`config.mk`:
```
export PLATFORM = sky130hd
export DESIGN_NAME = regfile_wb_queue_flat
export DESIGN_NICKNAME = d
export VERILOG_FILES = /design/src/rtl/regfile_wb_queue_if.sv /design/src/rtl/regfile_wb_queue.sv /design/src/flat_wrapper.sv
export SDC_FILE = /design/constraint.sdc
export NUM_CORES = 1
export LEC_CHECK = 0
export ABC_AREA = 1
export BUFFER_PORTS_ARGS = -buffer_cell sky130_fd_sc_hd__buf_2
export CAP_MARGIN = 10
export CORE_MARGIN = 2
export CORE_UTILIZATION = 64
export DETAILED_ROUTE_END_ITERATION = 6
export MAX_ROUTING_LAYER = met4
export PLACE_DENSITY_LB_ADDON = 0.12
export SYNTH_ARGS = -nofsm -noshare
export SYNTH_HDL_FRONTEND = slang
export SYNTH_SLANG_ARGS = --single-unit
```
`constraint.sdc`:
```
create_clock -name clk -period 4.5 [get_ports clk]
set_input_delay 0.225 -clock clk [delete_from_list [all_inputs] [get_ports clk]]
set_output_delay 0.225 -clock clk [all_outputs]
set_load 0.01 [all_outputs]
```
`src/rtl/regfile_wb_queue_if.sv`:
```
// Writeback request, register-file write port and hazard-query bundle for
// regfile_wb_queue.
// Handshake: a source transfers on a rising edge where its valid and ready are
// both high; it holds valid, address and data stable until that edge. Ready
// never depends on valid.
interface regfile_wb_queue_if;
  logic        memValid;
  logic [4:0]  memA;
  logic [31:0] memD;
  logic        memReady;
  logic        aluValid;
  logic [4:0]  aluA;
  logic [31:0] aluD;
  logic        aluReady;
  logic [4:0]  wA;
  logic [31:0] wD;
  logic        wrEn;
  logic [4:0]  rA1;
  logic [4:0]  rA2;
  logic        pend1;
  logic        pend2;

  modport master (
    output memValid, memA, memD, aluValid, aluA, aluD, rA1, rA2,
    input  memReady, aluReady, wA, wD, wrEn, pend1, pend2
  );

  modport slave (
    input  memValid, memA, memD, aluValid, aluA, aluD, rA1, rA2,
    output memReady, aluReady, wA, wD, wrEn, pend1, pend2
  );
endinterface

```
`src/rtl/regfile_wb_queue.sv`:
```
// Writeback queue in front of the register-file write port. Accepts up to two
// writes per cycle (mem older than ALU), drains one per cycle in order, drops
// writes to r0, bypasses straight to the port when empty, and flags pending
// writes for two read addresses. dbg_count exposes the queue occupancy.
module regfile_wb_queue #(
  parameter int DEPTH = 4
) (
  input  logic                   clk,
  input  logic                   rst_n,
  regfile_wb_queue_if.slave      bus,
  output logic [$clog2(DEPTH):0] dbg_count
);
  localparam int PW = $clog2(DEPTH);
  localparam int CW = PW + 1;
  localparam logic [CW-1:0] FULL     = CW'(DEPTH);
  localparam logic [CW-1:0] ONE_LEFT = CW'(DEPTH - 1);

  logic [4:0]    addr_q [DEPTH];
  logic [31:0]   data_q [DEPTH];
  logic [PW-1:0] rd_ptr;
  logic [PW-1:0] wr_ptr;
  logic [CW-1:0] count;

  logic          mem_keep;
  logic          alu_keep;
  logic          s0_v;
  logic          s1_v;
  logic [4:0]    s0_a;
  logic [4:0]    s1_a;
  logic [31:0]   s0_d;
  logic [31:0]   s1_d;
  logic          pop;
  logic          bypass;
  logic          e0_v;
  logic          e1_v;
  logic [4:0]    e0_a;
  logic [4:0]    e1_a;
  logic [31:0]   e0_d;
  logic [31:0]   e1_d;
  logic [1:0]    pushes;
  logic [DEPTH-1:0] live;

  // Readiness comes from registered occupancy only.
  assign bus.memReady = (count < FULL);
  assign bus.aluReady = (count < ONE_LEFT);
  assign dbg_count    = count;

  // Accepted non-r0 writes, ordered oldest first into two slots.
  always_comb begin
    mem_keep = bus.memValid & bus.memReady & (bus.memA != 5'd0);
    alu_keep = bus.aluValid & bus.aluReady & (bus.aluA != 5'd0);
    s0_v = mem_keep | alu_keep;
    s1_v = mem_keep & alu_keep;
    s0_a = mem_keep ? bus.memA : bus.aluA;
    s0_d = mem_keep ? bus.memD : bus.aluD;
    s1_a = bus.aluA;
    s1_d = bus.aluD;
  end

  // Decide pop/bypass and which slots are written into the buffer.
  always_comb begin
    pop    = (count != '0);
    bypass = !pop && s0_v;
    e0_v = 1'b0;
    e0_a = s0_a;
    e0_d = s0_d;
    e1_v = 1'b0;
    e1_a = s1_a;
    e1_d = s1_d;
    if (pop) begin
      e0_v = s0_v;
      e1_v = s1_v;
    end else begin
      // Oldest new write bypasses; only the younger one is stored.
      e0_v = s1_v;
      e0_a = s1_a;
      e0_d = s1_d;
    end
    pushes = {1'b0, e0_v} + {1'b0, e1_v};
  end

  // Entry storage; validity is tracked by count, so no reset is needed.
  always_ff @(posedge clk) begin
    if (e0_v) begin
      addr_q[wr_ptr] <= e0_a;
      data_q[wr_ptr] <= e0_d;
    end
    if (e1_v) begin
      addr_q[wr_ptr + PW'(1)] <= e1_a;
      data_q[wr_ptr + PW'(1)] <= e1_d;
    end
  end

  // Pointers, occupancy and the register-file write port registers.
  always_ff @(posedge clk or negedge rst_n) begin
    if (!rst_n) begin
      count    <= '0;
      rd_ptr   <= '0;
      wr_ptr   <= '0;
      bus.wA   <= 5'd0;
      bus.wD   <= 32'd0;
      bus.wrEn <= 1'b0;
    end else begin
      count  <= count + CW'(pushes) - CW'(pop);
      wr_ptr <= wr_ptr + PW'(pushes);
      if (pop) begin
        bus.wA   <= addr_q[rd_ptr];
        bus.wD   <= data_q[rd_ptr];
        bus.wrEn <= 1'b1;
        rd_ptr   <= rd_ptr + PW'(1);
      end else if (bypass) begin
        bus.wA   <= s0_a;
        bus.wD   <= s0_d;
        bus.wrEn <= 1'b1;
      end else begin
        bus.wrEn <= 1'b0;
      end
    end
  end

  // Mark which buffer slots currently hold queued entries.
  always_comb begin
    logic [PW-1:0] off;
    live = '0;
    off  = '0;
    for (int i = 0; i < DEPTH; i++) begin
      off     = PW'(i) - rd_ptr;
      live[i] = ({1'b0, off} < count);
    end
  end

  // RAW hazard flags: queued entries plus the write on the port this cycle.
  always_comb begin
    bus.pend1 = 1'b0;
    bus.pend2 = 1'b0;
    for (int i = 0; i < DEPTH; i++) begin
      if (live[i] && (addr_q[i] == bus.rA1)) bus.pend1 = 1'b1;
      if (live[i] && (addr_q[i] == bus.rA2)) bus.pend2 = 1'b1;
    end
    if (bus.wrEn && (bus.wA == bus.rA1)) bus.pend1 = 1'b1;
    if (bus.wrEn && (bus.wA == bus.rA2)) bus.pend2 = 1'b1;
    if (bus.rA1 == 5'd0) bus.pend1 = 1'b0;
    if (bus.rA2 == 5'd0) bus.pend2 = 1'b0;
  end
endmodule

```
`src/flat_wrapper.sv`:
```
// flat-port wrapper written by rule: the top's interface ports become plain ports
module regfile_wb_queue_flat 
#(
  parameter int DEPTH = 4
)
  (clk, rst_n, dbg_count, bus_memValid, bus_memA, bus_memD, bus_aluValid, bus_aluA, bus_aluD, bus_rA1, bus_rA2, bus_memReady, bus_aluReady, bus_wA, bus_wD, bus_wrEn, bus_pend1, bus_pend2);
  regfile_wb_queue_if bus_i ();
  input  logic clk;
  input  logic rst_n;
  output logic [$clog2(DEPTH):0] dbg_count;
  input wire logic [$bits(bus_i.memValid)-1:0] bus_memValid;
  input wire logic [$bits(bus_i.memA)-1:0] bus_memA;
  input wire logic [$bits(bus_i.memD)-1:0] bus_memD;
  input wire logic [$bits(bus_i.aluValid)-1:0] bus_aluValid;
  input wire logic [$bits(bus_i.aluA)-1:0] bus_aluA;
  input wire logic [$bits(bus_i.aluD)-1:0] bus_aluD;
  input wire logic [$bits(bus_i.rA1)-1:0] bus_rA1;
  input wire logic [$bits(bus_i.rA2)-1:0] bus_rA2;
  output wire logic [$bits(bus_i.memReady)-1:0] bus_memReady;
  output wire logic [$bits(bus_i.aluReady)-1:0] bus_aluReady;
  output wire logic [$bits(bus_i.wA)-1:0] bus_wA;
  output wire logic [$bits(bus_i.wD)-1:0] bus_wD;
  output wire logic [$bits(bus_i.wrEn)-1:0] bus_wrEn;
  output wire logic [$bits(bus_i.pend1)-1:0] bus_pend1;
  output wire logic [$bits(bus_i.pend2)-1:0] bus_pend2;
  assign bus_i.memValid = bus_memValid;
  assign bus_i.memA = bus_memA;
  assign bus_i.memD = bus_memD;
  assign bus_i.aluValid = bus_aluValid;
  assign bus_i.aluA = bus_aluA;
  assign bus_i.aluD = bus_aluD;
  assign bus_i.rA1 = bus_rA1;
  assign bus_i.rA2 = bus_rA2;
  assign bus_memReady = bus_i.memReady;
  assign bus_aluReady = bus_i.aluReady;
  assign bus_wA = bus_i.wA;
  assign bus_wD = bus_i.wD;
  assign bus_wrEn = bus_i.wrEn;
  assign bus_pend1 = bus_i.pend1;
  assign bus_pend2 = bus_i.pend2;
  regfile_wb_queue #(.DEPTH(DEPTH)) u_core (.clk(clk), .rst_n(rst_n), .bus(bus_i), .dbg_count(dbg_count));
endmodule
```
======== Word-level counts from Yosys, hierarchy flattened ========
Memory sizes are Yosys's and may differ from the RTL's.
Index checks and enable logic that the tools add are counted.
storage, ports and cells
  input port bits ......................... 88
  output and inout port bits .............. 45
  memories ................................ 2
  RAM bits ................................ 148
  register bits ........................... 45
  word-level logic and storage cells ...... 86
cells by class
  $add $sub $neg .......................... 10
  reduce and logical (&&, ||, !) cells .... 18
  order comparisons ....................... 6
  bitwise logic cells ..................... 6
  equality and inequality tests ........... 10
  mux-type cells .......................... 28
memories
  name           depth  width  rd ports  clocked after memory_dff  write ports  line                    text
  u_core.data_q  4      32     1         0                         2            regfile_wb_queue.sv:19  logic [31:0] data_q [DEPTH];
  u_core.addr_q  4      5      5         0                         2            regfile_wb_queue.sv:18  logic [4:0] addr_q [DEPTH];
operator list
  operator             count
  $mux 32              4
  $eq 5x5->1           10
  $mux 1               20
  $mux 5               4
  $lt 2x3->1           4
  $logic_and 1x1->1    11
  $logic_not 5->1      2
  $reduce_bool 5->1    2
  $and 1x1->1          5
  $add 2x1->2 const B  2
  $sub 1x2->2 const A  2
  $sub 2x2->2 const A  2
  $add 3x2->3          1
  $lt 3x2->1 const B   1
  $lt 3x3->1 const B   1
  $reduce_bool 3->1    1
  $sub 3x1->3          1
  $add 1x1->2          1
  $add 2x2->2          1
  $reduce_bool 2->1    1
  $logic_not 1->1      1
  $or 1x1->1           1

======== Logic depth before layout (Yosys ltp) ========
Gate-level depths: netlist (run 1).
  depth after elaboration ................. 9
  gate-level depth with buffers ........... 13
  mapped depth without buffers ............ 12

======== Worst setup path before layout (run 1) ========
OpenSTA, ideal clock, no wires.
  path type ............................... register to register
  start point ............................. register u_core.count[2] (netlist: u_core.dbg_count[2])
  end point ............................... register u_core.count[2] (netlist: u_core.dbg_count[2])
  cell stages (with the launch flop) ...... 12
  slack ................................... 1.730 ns
  data arrival time ....................... 2.635 ns
  required time ........................... 4.365 ns
  path buffers ............................ 1
  clock period less this slack ............ 2.770 ns
  setup time .............................. 0.135 ns
  cells stage by stage .................... dfrtp_1 -> nor2_1 -> nand2_2 -> buf_4 -> o21ai_0 -> and2_1 -> ha_1 -> inv_1 -> ha_1 -> fa_1 -> xnor2_1 -> xor2_1
on the way
  word-level cells in the longest chain between the ends .. 8
  elaborated cells on any way between the ends .. 14
  those cells by class .................... 3 x add/sub; 2 x order compare; 2 x mux; 6 x bitwise; 1 x reduce/logical
ends and longest elaborated chain
  element                                      line                                            text
  from (decl)                                  regfile_wb_queue.sv:22                          logic [CW-1:0] count;
  from (signal assigned)                       regfile_wb_queue.sv:104                         count <= count + CW'(pushes) - CW'(pop);
  $lt 3x3->1 or $lt 3x2->1 (tied branches)     regfile_wb_queue.sv:44, regfile_wb_queue.sv:45
  $and 1x1->1 (on tied branches) (2 in a row)  regfile_wb_queue.sv:50, regfile_wb_queue.sv:51
  $and 1x1->1 or $or 1x1->1 (tied branches)    regfile_wb_queue.sv:53, regfile_wb_queue.sv:52
  $mux 1                                       regfile_wb_queue.sv:70                          if (pop) begin
  $add 1x1->2                                  regfile_wb_queue.sv:79                          pushes = {1'b0, e0_v} + {1'b0, e1_v};
  $add 3x2->3                                  regfile_wb_queue.sv:104
  $sub 3x1->3 *                                regfile_wb_queue.sv:104
Mark *: on every way between the ends. The rest lies on a longest branch, timed or not.
A chain may end at the register's enable or synchronous reset.

======== Final worst setup path (run 1) ========
  start point ............................. register u_core.count[2] (netlist: u_core.dbg_count[2])
  end point ............................... register u_core.bus.wA[3]
on the way
  word-level cells in the longest chain between the ends .. 6
  elaborated cells on any way between the ends .. 14
  those cells by class .................... 2 x order compare; 3 x mux; 5 x bitwise; 4 x reduce/logical
ends and longest elaborated chain
  element                                      line                                             text
  $lt 3x3->1 or $lt 3x2->1 (tied branches)     regfile_wb_queue.sv:44, regfile_wb_queue.sv:45
  $and 1x1->1 (on tied branches) (2 in a row)  regfile_wb_queue.sv:50, regfile_wb_queue.sv:51
  $mux 5 or $or 1x1->1 (tied branches)         regfile_wb_queue.sv:54, regfile_wb_queue.sv:52
  $mux 5 or $logic_and 1x1->1 (tied branches)  regfile_wb_queue.sv:111, regfile_wb_queue.sv:63
  $mux 5 or $reduce_bool 2->1 (tied branches)  --
  to (signal assigned)                         regfile_wb_queue.sv:107                          bus.wA <= addr_q[rd_ptr];
  to (decl)                                    regfile_wb_queue_if.sv:30                        output memReady, aluReady, wA, wD, wrEn, pend1, pend2
Several ways; a longest one is shown, not always the timed one. The select of a mux whose other input is x is not followed.

==> results of run 1 <==
-- sequential cells by signal, indices dropped and copies added, names as in the netlist --
name and cells:
u_core.bus.wrEn 1, u_core.bus.wD 32, u_core.bus.wA 5, u_core.data_q 128, u_core.rd_ptr 2, u_core.wr_ptr 2, u_core.addr_q 20, u_core.dbg_count 3
-- kinds of logic (layout without fill, tap and decap cells) --
family / count (synthesis) / count (layout)
xor+xnor: 38 / 38
compound gates: 53 / 53
fa+ha+maj: 10 / 10
buf+inv: 208 / 304
flops: 193 / 193
other cells: 0 / 1
simple gates: 1017 / 1017
-- layout make-up --
class | instances | area (um^2)
Antenna cell | 1 | 2.502
Clock buffer | 20 | 446.7
Clock inverter | 12 | 200.2
Fill cell | 1358 | 4512
Inverter | 114 | 429.2
Multi-Input combinational cell | 1118 | 5116
Sequential cell | 193 | 5570
Tap cell | 225 | 281.5
Timing Repair Buffer | 158 | 858.3
-- power by group through the flow --
stage               logic [mW]  clock network [mW]  registers (mW)
floorplan                 2.54                   0            3.17
global placement          3.75                   0            3.14
detailed placement        3.83                   0            3.15
CTS                       3.87                1.69            3.12
global route              4.41                1.76            3.18
finish                    3.93                1.69            3.13
-- worst max-delay path by stage --
stage                                                to  cells after the start                           from
after floorplan           u_core.dbg_count[2]$_DFF_PN0_                     11  u_core.dbg_count[2]$_DFF_PN0_
after global placement    u_core.dbg_count[2]$_DFF_PN0_                     10  u_core.dbg_count[2]$_DFF_PN0_
after detailed placement  u_core.dbg_count[2]$_DFF_PN0_                     10  u_core.dbg_count[2]$_DFF_PN0_
after CTS                 u_core.addr_q[0][0]$_DFFE_PP_                      7  u_core.dbg_count[2]$_DFF_PN0_
after global routing      u_core.bus.wD[22]$_DFFE_PN0P_                      7  u_core.dbg_count[2]$_DFF_PN0_
final                      u_core.bus.wA[3]$_DFFE_PN0P_                      7  u_core.dbg_count[2]$_DFF_PN0_
-- Yosys cell counts, drive strengths merged (4+ instances only) --
master and instances:
a21oi 4, buf 49, clkbuf 45, dfrtp 45, edfxtp 148, ha 9, inv 113, nand2 662
nand3 277, nand4 35, nor2 37, nor3 4, o2111ai 5, o21ai 43, xnor2 22, xor2 16
-- metal layers --
metal / GRT usage, % / wire, um
met1: 48.89 / 12740
met2: 60.78 / 16380
met3: 7.602 / 4076
met4: 15.48 / 938
met5: - / 0
-- through the flow --
step | hold slack, ps | setup slack [ps] | instance area, um^2 | cells
floorplan | -70.59 | 1730 | 11480 | 1519
global placement | 386.7 | 1387 | 12250 | 1807
detailed placement | 394.5 | 1296 | 12250 | 1807
CTS | 115.2 | 1264 | 12900 | 1840
global route | 131.6 | 1012 | 12900 | 1840
finish | 122.1 | 1191 | 12900 | 1841
-- critical path, stage by stage (launching register included) --
cell,delay [ps]
dfrtp_1,510
nor3_4,350
clkinv_2,630
buf_4,500
a21oi_4,560
buf_4,410
nand3_1,140
nand3_1,90
==> flow_summary.json, run 1 <==
{
  "status": "finished, final reports clean",
  "synth_seq_cells": 193,
  "reg2regPathDepth": 7,
  "cts.clk_slew.worst_paths_ps": 70,
  "hold-path-endpoint": "u_core.data_q[0][20]$_DFFE_PP_",
  "clock_skew_ps": 9.823,
  "synth_ff_type": "edfxtp_1",
  "gp_congestion": 0.9584,
  "hold_viol_final": 0,
  "worst_slew_pin_slew_ps": 1214,
  "synth.cell_area_mm2": 0.01148,
  "clk_latency_ps": 440,
  "synthArstFlopShare_pct": 23.32,
  "clock_power_share_pct": 19.3,
  "rsz0062_at_grt": "false",
  "synth_top_family_by_area": "simple AND/OR/NAND/NOR gates",
  "io_pins": 133,
  "track_usage_pct": 38.37,
  "cts_buffer_depth": 2,
  "drv_cap": 0,
  "min_from": "bus_aluD[20]",
  "final_common_cell": "nand2_1",
  "drc": 0,
  "postCtsSetupRepairBufs": 0,
  "crit_required_ps": 4880,
  "viasPerCell": 5.951,
  "grt-ovfl-total": 0,
  "layout_common_cells": "nand2_1 (657), nand3_1 (275), edfxtp_1 (148), buf_2 (132), inv_1 (110)",
  "drtIter0Drc": 1316,
  "die_h_um": 138.0,
  "period_share_pct": 73.53,
  "dpl.hpwl_mm": 20.24,
  "ys_top_cells_by_area": "edfxtp_1 (39%), nand2_1 (22%), nand3_1 (12%), dfrtp_1 (9.8%), inv_1 (3.6%)",
  "first_pass_iters": 5,
  "power_mw": 8.749,
  "powerDensity_mw_per_mm2": 678.0,
  "dieArea_mm2": 0.01903,
  "cp.arrival_ps": 3690,
  "row_count": 48,
  "reg2reg_slack_ps": 1190,
  "r2r-start": "u_core.dbg_count[2]$_DFF_PN0_",
  "synth_adder_area_share_pct": 1.155,
  "critPathCaptureType": "flip-flop",
  "ys_types": 32,
  "peakVddDrop_mv": 0.5528,
  "power.switching_mw": 3.750,
  "yosysWarnings": 0,
  "synth-compound-area-share_pct": 2.615,
  "hold-path-cell-count": 3,
  "routed_wl_mm": 34.13,
  "synth-xor-area-share_pct": 2.898,
  "hold_path.class": "primary input to flip-flop",
  "yosys.area_share.simple_pct": 37.36,
  "combPwrFrac_pct": 44.9,
  "portBuffers": 132,
  "postSynthCellCount": 1519,
  "wl_per_cell_um": 18.54,
  "htreeDepth": 4,
  "synth-edff-count": 148,
  "p_seq_share_pct": 35.8,
  "leakagePower_nw": 6.164,
  "swShare_pct": 42.86,
  "path_class": "flip-flop to flip-flop",
  "die_w_um": 138.0,
  "grt_pass1_vias": 10281,
  "yosysSeqAreaShare_pct": 48.50,
  "via_count": 10956,
  "core_area_mm2": 0.01742,
  "syn-num-nets": 1617,
  "start_util_pct": 65.94,
  "drive_gt1_share_pct": 12.88,
  "max_freq_mhz": 302.2,
  "syn2layout_area_growth_pct": 12.37,
  "maxSlewViolCount": 0,
  "cp-start-kind": "flip-flop",
  "r2r-end": "u_core.bus.wA[3]$_DFFE_PN0P_",
  "finalSetupTns_ps": 0,
  "yosysTopAreaCellShare_pct": 38.70,
  "cts_buffers": 17,
  "period_minus_slack_ps": 3309,
  "antenna_found_initial": 0,
  "holdBufCountCts": 1,
  "fin_util_pct": 74.09,
  "synth_area_per_cell_um2": 7.561,
  "root_buffer": "clkbuf_16",
  "setup_viol": 0,
  "grt_pass1_wl_mm": 53.55,
  "ant_nets": 0,
  "cts.sinks": 193,
  "post_cts_resize_count": 0,
  "slew_headroom_pct": 19.06,
  "crit_path_max_fanout": 56,
  "cts_tree": "built",
  "synth.mux.area_fraction_pct": 0,
  "p_int_mw": 5.000,
  "yosysTopAreaCell": "edfxtp_1",
  "grt_max_degree": 112,
  "layout.nets": 1700
}
Power figures use the tool's default switching activity.
==> run 2, diff against run 1 <==
--- a/config.mk
+++ b/config.mk
@@ -5,11 +5,11 @@
 export SDC_FILE = /design/constraint.sdc
 export NUM_CORES = 1
 export LEC_CHECK = 0
-export ABC_AREA = 1
+export ABC_AREA = 0
 export BUFFER_PORTS_ARGS = -buffer_cell sky130_fd_sc_hd__buf_2
 export CAP_MARGIN = 10
 export CORE_MARGIN = 2
-export CORE_UTILIZATION = 64
+export CORE_UTILIZATION = 59
 export DETAILED_ROUTE_END_ITERATION = 6
 export MAX_ROUTING_LAYER = met4
 export PLACE_DENSITY_LB_ADDON = 0.12
==> constraint.sdc (replaced) <==
create_clock -name clk -period 3.1 [get_ports clk]
set_input_delay 0.155 -clock clk [delete_from_list [all_inputs] [get_ports clk]]
set_output_delay 0.155 -clock clk [all_outputs]
set_load 0.01 [all_outputs]
==> run 2 against run 1 <==
Compared with the run above: clock skew fell by 0.57 ps; clock-buffer cell count rose by 5; area after synthesis fell by 9.4%; combinational power rose by 36%; sequential power rose by 44%; first-iteration DRC count fell by 48%; flip-flop and latch count did not move; final area fell by 8.6%; fmax rose by 15%; largest cell class unchanged.
==> flow_summary.json, run 2 <==
{
  "leakagePower_nw": 4.598,
  "drc": 0,
  "drive_gt1_share_pct": 22.90,
  "yosysSeqAreaShare_pct": 53.54,
  "min_from": "bus_aluD[11]",
  "r2r-end": "u_core.data_q[3][20]$_DFFE_PP_",
  "period_share_pct": 92.57,
  "drtIter0Drc": 685,
  "top_regs": "u_core.data_q x128, u_core.bus.wD x32, u_core.addr_q x20",
  "crit_required_ps": 3240,
  "reg2regPathDepth": 6,
  "num_antenna_cells": 0,
  "gp_congestion": 0.8939,
  "root_buffer": "clkbuf_16",
  "hold_path.class": "primary input to flip-flop",
  "hold_viol_final": 0,
  "synthArstFlopShare_pct": 23.32,
  "layout.cells.non_filler": 1273,
  "hold-path-cell-count": 3,
  "wl_per_cell_um": 20.18,
  "syn2layout_area_growth_pct": 13.36,
  "clk_latency_ps": 440,
  "layout.nets": 1133,
  "cts.clk_slew.worst_paths_ps": 60,
  "final_common_cell": "edfxtp_1",
  "die_w_um": 136.8,
  "die_h_um": 136.8,
  "synth_most_common_cell": "edfxtp_1",
  "grt_max_degree": 51,
  "crit_path_max_fanout": 30,
  "via_count": 7555,
  "track_usage_pct": 29.76,
  "regMostFlops": "u_core.data_q",
  "layout_common_cells": "edfxtp_1 (148), buf_2 (132), nor2_1 (114), a21oi_1 (112), nand2_1 (76)",
  "setup_viol": 0,
  "power_mw": 12.04,
  "yosysTopAreaCellShare_pct": 42.71,
  "cts_buffer_depth": 2,
  "cp-start-kind": "flip-flop",
  "first_pass_iters": 5,
  "peakVddDrop_mv": 0.7537,
  "yosysWarnings": 0,
  "max_freq_mhz": 348.5,
  "viasPerCell": 5.935,
  "synth_seq_cells": 193,
  "critPathCaptureType": "flip-flop",
  "path_class": "flip-flop to flip-flop",
  "row_count": 48,
  "synth_common_cells": "edfxtp_1 (148), nor2_1 (115), a21oi_1 (112)",
  "ys_types": 45,
  "largest_register_ffs": 128,
  "ys_top_cells_by_area": "edfxtp_1 (43%), dfrtp_1 (11%), mux4_2 (8.0%), a21oi_1 (5.4%), nor2_1 (4.1%)",
  "synth_ff_type": "edfxtp_1",
  "core_area_mm2": 0.01730,
  "status": "finished, final reports clean",
  "io_pins": 133,
  "hold-path-endpoint": "u_core.data_q[0][11]$_DFFE_PP_",
  "r2r-start": "u_core.dbg_count[2]$_DFF_PN0_",
  "clock_skew_ps": 9.256,
  "postSynthCellCount": 928,
  "cp.arrival_ps": 3010,
  "grt_pass1_vias": 7388,
  "portBuffers": 132,
  "ant_nets": 0,
  "grt-ovfl-total": 0,
  "cts_buffers": 17,
  "start_util_pct": 60.16,
  "rsz0062_at_grt": "false",
  "synth-edff-count": 148,
  "synth.cell_area_mm2": 0.01040,
  "period_minus_slack_ps": 2870,
  "slew_headroom_pct": 25.74,
  "reg2reg_slack_ps": 230,
  "maxSlewViolCount": 0,
  "cts.sinks": 193,
  "grt_pass1_wl_mm": 40.08,
  "finalSetupTns_ps": 0,
  "cts_tree": "built",
  "antenna_found_initial": 0,
  "powerDensity_mw_per_mm2": 1021,
  "worst_slew_pin_slew_ps": 1114,
  "synth_area_per_cell_um2": 11.21,
  "yosysTopAreaCell": "edfxtp_1",
  "dieArea_mm2": 0.01871,
  "drv_cap": 0,
  "routed_wl_mm": 25.69,
  "syn-num-nets": 1026,
  "placed_cell_area_mm2": 0.01121,
  "dpl.cell_count": 1239,
  "htreeDepth": 4,
  "dpl.hpwl_mm": 15.74,
  "final_area_mm2": 0.01180
}
-- run 2: cell types whose count changed after synthesis, sizes merged, moves of 37 or more --
| cell | change |
|---|---|
| nand2 | -585 |
| inv | -102 |
| a21oi | +108 |
| o21ai | +62 |
| mux4 | +37 |
| nor2 | +78 |
| nand3 | -269 |
-- run 2: critical path: stages (launching register included) --
cell	delay, ps
dfrtp_1	460
nor2b_1	290
o21a_1	240
maj3_2	240
a21boi_1	190
nor2b_4	840
buf_4	320
-- run 2: layout make-up --
type                    instances  area, um^2
multi-input cells             654        4429
clock inverters                 7       86.33
repair buffers                158       895.9
fillers                      1297        5502
well taps                     225       281.5
clock buffers                  25       485.5
inverters                      11       41.29
flip-flops and latches        193        5575
-- run 2: routing by layer --
| metal | global-route usage, % | wire length [um] |
|---|---|---|
| met5 | - | 0 |
| met4 | 9.794 | 418 |
| met2 | 46.64 | 12420 |
| met1 | 40.63 | 11170 |
| met3 | 4.259 | 1677 |
-- run 2: report_power, final --
group	total, mW	switching (mW)	internal, mW
combinational	5.35	3.20	2.16
clock	2.17	0.920	1.25
sequential	4.52	0.462	4.06
-- run 2: cell families after synthesis --
family	synth area share, %
compound gates	13.06
mux	11.52
flops	53.54
buf+inv	4.377
simple gates	11.33
xor+xnor	4.798
fa+ha+maj	1.383
-- run 2: repair_timing --
action                                  CTS  global route
buffers inserted                          0             0
gates resized for setup                   0             1
hold endpoints to repair                 25             0
endpoints found under the setup margin    0             7
hold buffers                              1             0
-- run 2: worst max path at each step --
stage	startpoint	end	slack (ps)	cells past startpoint
floorplan	u_core.dbg_count[2]$_DFF_PN0_	u_core.addr_q[3][0]$_DFFE_PP_	70	7
global placement	bus_memA[3]	u_core.data_q[1][4]$_DFFE_PP_	180	7
detailed placement	bus_memA[3]	u_core.data_q[1][7]$_DFFE_PP_	140	7
CTS	u_core.dbg_count[2]$_DFF_PN0_	u_core.data_q[1][31]$_DFFE_PP_	110	6
global route	u_core.dbg_count[2]$_DFF_PN0_	u_core.data_q[3][20]$_DFFE_PP_	60	6
finish	u_core.dbg_count[2]$_DFF_PN0_	u_core.data_q[3][20]$_DFFE_PP_	230	6
-- run 2: through the flow --
step                      setup WS, ps  utilization (%)  hold slack (ps)
after detailed placement         138.2            64.79            279.9
after CTS                        114.0            68.16            42.26
after floorplan                  72.18                -           -140.6
after global placement           179.0            64.79            267.9
after global routing             57.81            68.19            60.61
final                            230.4            68.19            56.37
==> run 3, diff against run 2 <==
--- a/config.mk
+++ b/config.mk
@@ -9,10 +9,11 @@
 export BUFFER_PORTS_ARGS = -buffer_cell sky130_fd_sc_hd__buf_2
 export CAP_MARGIN = 10
 export CORE_MARGIN = 2
-export CORE_UTILIZATION = 59
+export CORE_UTILIZATION = 50
 export DETAILED_ROUTE_END_ITERATION = 6
 export MAX_ROUTING_LAYER = met4
 export PLACE_DENSITY_LB_ADDON = 0.12
+export SKIP_LAST_GASP = 1
 export SYNTH_ARGS = -nofsm -noshare
 export SYNTH_HDL_FRONTEND = slang
 export SYNTH_SLANG_ARGS = --single-unit
==> run 3 against run 2 <==
Compared with the run above: final area is 0.71% higher; non-clock buffer count is 1 higher; fmax is 0.50% lower; core utilization is 9.7 points lower; sequential power hardly changed; global-route usage is 4.9 points lower; clock power hardly changed; sequential share of layout area is 0.33 points lower; total power is 0.13% lower; register-to-register slack hardly changed; critical path type unchanged; critical endpoint is now u_core.data_q[3][21]$_DFFE_PP_; highest routed layer unchanged.
==> flow_summary.json, run 3 (synthesis results as in run 2) <==
{
  "drtIter0Drc": 721,
  "dieArea_mm2": 0.02198,
  "syn2layout_area_growth_pct": 14.17,
  "cp_top_family": "compound AO/OA/AOI/OAI gates",
  "largest_register_ffs": 128,
  "status": "finished, final reports clean",
  "die_h_um": 148.3,
  "worst_slew_pin_slew_ps": 1137,
  "slew_headroom_pct": 24.22,
  "swShare_pct": 37.86,
  "drv_cap": 0,
  "finalSetupTns_ps": 0,
  "peakVddDrop_mv": 0.5010,
  "grt_max_degree": 55,
  "period_minus_slack_ps": 2884,
  "layout.nets": 1133,
  "powerDensity_mw_per_mm2": 1012,
  "layout_common_cells": "edfxtp_1 (148), buf_2 (132), nor2_1 (114), a21oi_1 (112), nand2_1 (76)",
  "max_freq_mhz": 346.7,
  "cts.clk_slew.worst_paths_ps": 70,
  "cts.sinks": 193,
  "dpl.hpwl_mm": 16.38,
  "hold_viol_final": 0,
  "crit_slowest_cell": "nor2b_4",
  "placed_cell_area_mm2": 0.01128,
  "combPwrFrac_pct": 44.0,
  "final_area_mm2": 0.01188,
  "setup_viol": 0,
  "cts_buffers": 17,
  "postCtsSetupRepairBufs": 0,
  "period_share_pct": 93.03,
  "drc": 0,
  "path_class": "flip-flop to flip-flop",
  "cp.arrival_ps": 3020,
  "gp_congestion": 0.8765,
  "crit_required_ps": 3240,
  "row_count": 52,
  "slowest_delay_ps": 670,
  "root_buffer": "clkbuf_16",
  "p_int_mw": 7.473,
  "io_pins": 133,
  "drive_gt1_share_pct": 23.09,
  "maxSlewViolCount": 0,
  "track_usage_pct": 24.89,
  "clock_skew_ps": 9.305,
  "cts_buffer_depth": 2,
  "fin_hold_ws_ps": 60.22,
  "viasPerCell": 5.670,
  "ant_nets": 0,
  "path_cells": "a21oi_1, o211a_1, maj3_2, a21boi_0, buf_4, nor2b_4, buf_4",
  "cts_tree": "built",
  "first_pass_iters": 5,
  "top_regs": "u_core.data_q x128, u_core.bus.wD x32, u_core.addr_q x20",
  "dpl.cell_count": 1285,
  "grt_pass1_vias": 7352,
  "routed_wl_mm": 25.52,
  "setup_ws_ps": 216.0,
  "wl_per_cell_um": 19.35,
  "critPathCaptureType": "flip-flop",
  "p_seq_share_pct": 37.7,
  "die_w_um": 148.3,
  "start_util_pct": 51.26,
  "cp-start-kind": "flip-flop",
  "clk_latency_ps": 430,
  "final_common_cell": "edfxtp_1",
  "core_area_mm2": 0.02030,
  "regMostFlops": "u_core.data_q",
  "grt-ovfl-total": 0,
  "worst-path-buf-inv": 2,
  "hold_path.class": "primary input to flip-flop",
  "clock_power_share_pct": 18.3,
  "place_worst_setup_slack_ps": 233.3,
  "portBuffers": 132,
  "grt_pass1_wl_mm": 40.60,
  "layout.cells.non_filler": 1319,
  "cp_common_cell": "buf_4",
  "power.switching_mw": 4.553,
  "crit_path_max_fanout": 23,
  "via_count": 7479,
  "antenna_found_initial": 1,
  "rsz0062_at_grt": "false",
  "htreeDepth": 4,
  "leakagePower_nw": 4.607
}
## run 3: area by class of cell
class                      instances  area, um^2
antenna                            1       2.502
clock buffer                      22       474.2
clock inverter                    10       108.9
fill                            1740        8421
inverter                          11       41.29
multi-input combinational        653        4423
sequential                       193        5575
tap                              270       337.8
timing repair buffer             159       915.9
## run 3: final timing paths
| check | from | endpoint | slack, ps | depth (start not counted) |
|---|---|---|---|---|
| min in group asynchronous | rst_n | u_core.bus.wA[3]$_DFFE_PN0P_ | 400 | 2 |
| min reg2reg | u_core.bus.wD[24]$_DFFE_PN0P_ | u_core.bus.wD[24]$_DFFE_PN0P_ | 560 | 2 |
| min | bus_aluD[6] | u_core.data_q[0][6]$_DFFE_PP_ | 60 | 3 |
| max in group asynchronous | rst_n | u_core.bus.wD[31]$_DFFE_PN0P_ | 1900 | 3 |
| max reg2reg | u_core.dbg_count[2]$_DFF_PN0_ | u_core.data_q[3][21]$_DFFE_PP_ | 220 | 7 |
| max | u_core.dbg_count[2]$_DFF_PN0_ | u_core.data_q[3][21]$_DFFE_PP_ | 220 | 7 |
## run 3: routing by layer
metal	up-vias	share of wire [%]	GRT usage, %
li1	3574	-	-
met1	3665	45	33.53
met2	216	49	40.65
met3	24	4.9	3.620
met4	0	1.1	5.571
met5	-	0	-
## run 3: stage by stage
stage               total power [mW]  util [%]
floorplan                      8.316         -
global placement               9.850     55.58
detailed placement             9.935     55.58
CTS                            12.13     58.51
global route                   12.85     58.52
finish                         12.03     58.52
## run 3: timing repair
action / in CTS / in global routing
endpoints found under the setup margin: 0 / 0
hold buffers: 1 / 0
hold endpoints to repair: 32 / 0
resized for setup: 0 / 0
## run 3: worst register-to-register path: stages, from the launching register on
cell      delay, ps
dfrtp_1         450
a21oi_1         280
o211a_1         250
maj3_2          250
a21boi_0        170
buf_4           190
nor2b_4         670
buf_4           330
## run 3: power by group through the flow
stage                     Sequential, mW  Combinational [mW]  Clock [mW]
after global placement              4.58                5.27           0
after CTS                           4.55                5.36        2.22
after global routing                4.64                5.90        2.31
after detailed placement            4.60                5.34           0
after floorplan                     4.53                3.79           0
final                               4.54                5.29        2.20
